### config.mk
export PLATFORM = sky130hd
export DESIGN_NAME = act_seq_ctrl
export DESIGN_NICKNAME = d
export VERILOG_FILES = /design/src/rtl/act_seq_ctrl.sv
export SDC_FILE = /design/constraint.sdc
export NUM_CORES = 1
export LEC_CHECK = 0
export ABC_CLOCK_PERIOD_IN_PS = 1950
export CAP_MARGIN = 40
export CORE_MARGIN = 1
export CORE_UTILIZATION = 50
export DETAILED_ROUTE_END_ITERATION = 16
export PLACE_DENSITY = 0.77
export SLEW_MARGIN = 40
export SYNTH_ARGS = -nofsm -noshare
export SYNTH_HDL_FRONTEND = slang
export SYNTH_SLANG_ARGS = --single-unit
### constraint.sdc
create_clock -name clk -period 1.95 [get_ports clk]
set_input_delay 0.195 -clock clk [delete_from_list [all_inputs] [get_ports clk]]
set_output_delay 0.195 -clock clk [all_outputs]
set_load 0.05 [all_outputs]
### src/rtl/act_seq_ctrl.sv
// Activation sequencer: accumulates partial-sum tiles per row,
// then ReLU-registers and writes each row to the activation buffer.
module act_seq_ctrl #(
  parameter int TILE_W = 4,
  parameter int ROW_W  = 6
) (
  input  logic              clk,
  input  logic              rst_n,
  input  logic              start,
  input  logic [TILE_W-1:0] num_tiles,
  input  logic [ROW_W-1:0]  num_rows,
  input  logic              psum_valid,
  output logic              psum_ready,
  output logic              acc_clr,
  output logic              acc_en,
  input  logic              buf_full,
  output logic              buf_wr_en,
  output logic [ROW_W-1:0]  buf_wr_addr,
  output logic              busy,
  output logic              done
);

  typedef enum logic [2:0] {
    IDLE,
    ACCUM,
    RELU,
    WRITE,
    DONE
  } state_t;

  state_t            state_q;
  state_t            state_d;
  logic [TILE_W-1:0] tile_q;
  logic [TILE_W-1:0] tile_d;
  logic [TILE_W-1:0] tiles_m1_q;
  logic [TILE_W-1:0] tiles_m1_d;
  logic [ROW_W-1:0]  row_q;
  logic [ROW_W-1:0]  row_d;
  logic [ROW_W-1:0]  rows_m1_q;
  logic [ROW_W-1:0]  rows_m1_d;

  // State, counters and latched last-index configuration
  always_ff @(posedge clk or negedge rst_n) begin
    if (!rst_n) begin
      state_q    <= IDLE;
      tile_q     <= '0;
      tiles_m1_q <= '0;
      row_q      <= '0;
      rows_m1_q  <= '0;
    end else begin
      state_q    <= state_d;
      tile_q     <= tile_d;
      tiles_m1_q <= tiles_m1_d;
      row_q      <= row_d;
      rows_m1_q  <= rows_m1_d;
    end
  end

  // Next-state and handshake/control outputs
  always_comb begin
    state_d     = state_q;
    tile_d      = tile_q;
    row_d       = row_q;
    tiles_m1_d  = tiles_m1_q;
    rows_m1_d   = rows_m1_q;
    psum_ready  = 1'b0;
    acc_clr     = 1'b0;
    acc_en      = 1'b0;
    buf_wr_en   = 1'b0;
    buf_wr_addr = '0;
    done        = 1'b0;
    busy        = (state_q != IDLE);
    unique case (state_q)
      IDLE: begin
        // rst_n gate keeps acc_clr low while reset is held
        if (start && rst_n) begin
          tiles_m1_d = (num_tiles == '0) ? '0
                     : num_tiles - 1'b1;
          rows_m1_d  = (num_rows == '0) ? '0
                     : num_rows - 1'b1;
          tile_d     = '0;
          row_d      = '0;
          acc_clr    = 1'b1;
          state_d    = ACCUM;
        end
      end
      ACCUM: begin
        psum_ready = 1'b1;
        acc_en     = psum_valid;
        if (psum_valid) begin
          if (tile_q == tiles_m1_q) begin
            tile_d  = '0;
            state_d = RELU;
          end else begin
            tile_d = tile_q + 1'b1;
          end
        end
      end
      RELU: begin
        state_d = WRITE;
      end
      WRITE: begin
        buf_wr_en   = !buf_full;
        buf_wr_addr = row_q;
        if (!buf_full) begin
          if (row_q == rows_m1_q) begin
            state_d = DONE;
          end else begin
            row_d   = row_q + 1'b1;
            acc_clr = 1'b1;
            state_d = ACCUM;
          end
        end
      end
      DONE: begin
        done    = 1'b1;
        state_d = IDLE;
      end
      default: state_d = IDLE;
    endcase
  end

endmodule

# Word-level counts from Yosys, hierarchy flattened
# Index checks and enable logic that the tools add are counted.
# word_totals
reg_bits	23
out_inout_bits	12
wordCells	57
inputBits	15
# op_classes
n_reduce_logical	12
n_mux	25
add_sub_neg	4
eq_ne	11
# ops
operator	count
$mux W6	5
$mux W4	4
$mux W3	5
$pmux W3 S4	1
$pmux W6 S2	1
$ne A2 B2 Y1 const B	5
$pmux W4 S2	1
$reduce_and A4 Y1	2
$mux W1	7
$add A6 B1 Y6 const B	1
$eq A3 B2 Y1 const B	2
$eq A6 B6 Y1	1
$logic_not A6 Y1	1
$sub A6 B1 Y6 const B	1
$add A4 B1 Y4 const B	1
$eq A4 B4 Y1	1
$logic_not A4 Y1	1
$reduce_bool A2 Y1	2
$sub A4 B1 Y4 const B	1
$eq A3 B1 Y1 const B	1
$eq A3 B3 Y1 const B	1
$logic_not A3 Y1	1
$reduce_and A3 Y1	1
$reduce_bool A3 Y1	1
4 further kinds	4

# Logic depth before layout (Yosys ltp)
# logic_depth
depth_word	4
ltp_mapped	7
mapped_depth_nobuf	5

# Worst setup path after synthesis
# Ideal clock, no wire load.
# synth_timing
path_type	reg2reg
from	register state_q[1]
to	register tile_q[2]
stages_incl_launch_ff	6
required_time_ns	1.874
setup_ns	0.076
synth_period_minus_slack_ns	1.976
n_path_buf	1
t_arrival_ns	1.899
slack_ns	-0.026
cell_sequence	dfrtp_1 > buf_4 > nor3b_2 > o41ai_2 > or2_0 > o21ai_1
# synth_between
elab_chain_cells	3
elab_cells_between_ends	7
cone_classes	3 x eq/ne; 1 x mux; 3 x reduce/logical
# synth_rtl
element	line	text
from (decl)	31	state_t state_q;
from (signal assigned)	51	state_q <= state_d;
$eq A3 B1 Y1 / $logic_not A3 Y1 (equally long branches)	73	unique case (state_q)
$ne A2 B2 Y1 (no source line) / $reduce_bool A2 Y1 (equally long branches)	--	
$reduce_and A3 Y1 (no source line)	--	
to (signal assigned)	52	tile_q <= tile_d;
to (decl)	33	logic [TILE_W-1:0] tile_q;
# Parallel ways exist; a longest one is shown, timed or not.
# A chain may end at the register's enable or synchronous reset.

# Worst setup path in the final report
# layout_timing
from	register row_q[4]
to	output port acc_clr
# layout_between
elab_chain_cells	4
# layout_rtl
element	line	text
from (decl)	37	logic [ROW_W-1:0] row_q;
from (signal assigned)	54	row_q <= row_d;
$eq A6 B6 Y1	106	if (row_q == rows_m1_q) begin
$mux W1	106	
$mux W1	105	if (!buf_full) begin
$pmux W1 S2	73	
to (decl)	14	output logic acc_clr,
# Every way passes these cells.

==> impl_metrics.toml <==
[floorplan]
io_pins = 27
die_area_mm2 = 0.00309
floorplan.initialDensity = 0.524
num_rows = 19
core_area_mm2 = 0.00273
die_w_um = 55.6
dieHeight_um = 55.6

[placement]
place_ws_ns = 0.159
io_buffers = 26
dp_hpwl_um = 2530
gp_congestion = 0.810
dpl_cell_area_mm2 = 0.00183
dp.cells = 214

[critical_path]
critPathMostFrequentCell = "nand2_2"
r2r-end = "row_q[4]"
worstSetupPathType = "flip-flop to output port"
rr_startpoint = "state_q[2]"
critPathBufInv = 1
arrival_ns = 1.75
rr_worst_depth = 6
slowest_delay_ns = 0.46
regToRegSetupSlack_ns = 0.12
cp_slowest_cell = "dfrtp_2"
required_ns = 1.75
end_kind = "output port"
crit_path_max_fanout = 2
timing.critical_path.cells = "xnor2_2 > nand2_2 > o41ai_4 > nand2_2 > buf_12"
startpoint_type = "flip-flop"
crit_family = "flip-flops"

[timing]
fmax_mhz = 514
worst_pin_slew_ns = 0.499
fin_crit_sh = 0.998
skew_ns = 0.00340
min_period_ns = 1.95
rsz0062_at_grt = "yes"
hold_violations = 0
setup_violations = 0
setup_slack_ns = 0.00479
maxSlewHeadroom = 0.666
worst_hold_slack_ns = 0.234
slew_viol_final = 0

[route]
via_per_inst = 5.68
vias = 1266
drt_pre_antenna_iters = 4
antenna_left = 0
wirelength_um = 3270
drc = 0
wire_per_inst_um = 14.6
dr.first_iter.drc_count = 40

[clock_network]
cts_buffers = 3
clk_latency_ns = 0.32
root_buffer = "clkbuf_4"
clock-sinks = 23
htreeDepth = 1
cts_tree = "built"
clockBufferDepth = 2
clk_pin_slew_worst_paths_ns = 0.12
ctsHoldBuffers = 0

[grt]
antenna_found_initial = 0
grt_usage = 0.232
grt_pass1_wl_um = 5480
grt.busiest_layer = "met2"
grt_overflow = 0
grt_pass1_vias = 1206
use_met2 = 0.391
grt_max_degree = 18
use_met3 = 0.0539
grt_use_met1 = 0.286

[finish]
stdcell_count = 223
area_growth_pct = 34.5
final_nets = 212
seq_area_um2 = 578
layout-drive-gt1-share = 0.260
multi_input_area_um2 = 825
n_fill_cell = 204
num_antenna_cells = 0
finish.instance_area_mm2 = 0.00193

[power]
p_total_mw = 2.51
leakage_nw = 0.855
pwr_density_cell_mw_per_mm2 = 1300
peakVddDrop_mv = 1.05

[synth]
ys_seq_area_frac = 0.401
synth.avg_cell_area_um2 = 9.25
yosys_warnings = 0
syn-num-nets = 174
netlist_instances = 155
synth-seq-cells = 23
synth_edf_count = 0
synthFlopType = "dfrtp_1"
synth_area_mm2 = 0.00143
synth_cell_types = 41
async_flop_share = 1.00

[hold_path]
hp-class = "primary input to asynchronous set/reset pin"

[status]
status = "finished clean"

[flow_run]
drv_cap = 0
## repair_timing
| item | CTS | global route |
|---|---|---|
| hold endpoints to repair | 0 | 0 |
| gates resized for setup | 5 | 3 |
| buffers inserted | 5 | 0 |
| pin swaps | 4 | 0 |
| endpoints found under the setup margin | 1 | 6 |
## logic make-up after synthesis
logic type | share of synthesized area
fa+ha+maj | 0.0349
mux | 0.00698
xor+xnor | 0.0916
buf+inv | 0.0471
compound gates | 0.182
simple gates | 0.236
flops | 0.401
## power by group
group | total (mW) | internal, mW | switching [mW]
registers | 0.872 | 0.653 | 0.220
logic | 1.41 | 0.630 | 0.785
clock network | 0.221 | 0.0769 | 0.144
total | 2.51 | 1.36 | 1.15
## cell usage in the layout (no fill, tap or decap), types with 3 or more instances in the layout
cell type,synthesis,routed
and2_1,4,4
dfrtp_1,23,21
nor2_1,10,9
nor3_1,5,4
inv_1,7,7
buf_12,0,9
xor2_1,8,8
clkdlybuf4s50_1,0,14
nand3_1,8,8
a21oi_1,6,6
clkbuf_4,0,3
buf_4,2,15
xnor2_1,7,5
nand2_1,22,20
o21ai_0,16,16
ha_1,4,4
## layout make-up
cell class / instances / area share
Clock inverter: 1 / 0.00260
Clock buffer: 3 / 0.0117
Multi-Input combinational cell: 120 / 0.428
Timing Repair Buffer: 38 / 0.225
Sequential cell: 23 / 0.300
Tap cell: 31 / 0.0201
Inverter: 7 / 0.0136
## through the flow
step / utilization / TNS (ns)
2_1_floorplan: - / 0
3_3_place_gp: 0.670 / 0
3_5_place_dp: 0.670 / 0
4_1_cts: 0.701 / -0.00660
5_1_grt: 0.705 / -0.0773
6_report: 0.705 / 0
## how the worst max path moves through the flow
| stage | start | endpoint | slack (ns) | cells past startpoint |
|---|---|---|---|---|
| CTS | rows_m1_q[1] | acc_clr | -0.007 | 5 |
| detailed placement | psum_valid | tile_q[3] | 0.16 | 6 |
| global placement | state_q[1] | row_q[2] | 0.28 | 6 |
| floorplan | state_q[1] | done | 0.09 | 2 |
| global route | rows_m1_q[4] | acc_clr | -0.08 | 5 |
| finish | row_q[4] | acc_clr | 0.005 | 5 |
## layer usage
layer | vias up | wire (um)
met5 | - | 0
met4 | 0 | 60
met3 | 6 | 170
met2 | 45 | 1670
met1 | 600 | 1370
li1 | 615 | -
## state kept, by name, summed over array words and instances (netlist names)
register    count
rows_m1_q       6
row_q           6
state_q         3
tile_q          4
tiles_m1_q      4
## synth_stat cells (2+ instances only)
cell type  number  area [um2]
nor3_1          5        25.0
a31oi_1         2        12.5
and2_1          4        25.0
o31ai_1         2        15.0
xor2_1          8        70.1
nand2b_1        2        12.5
dfrtp_1        23         576
o21ai_1         2        10.0
o21ai_0        16        80.1
nor2_1         10        37.5
buf_4           2        15.0
nand2_1        22        82.6
buf_6           2        22.5
nand3_1         8        40.0
a21oi_1         6        30.0
inv_1           7        26.3
xnor2_1         7        61.3
ha_1            4        50.1
(Power assumes the default switching activity.)
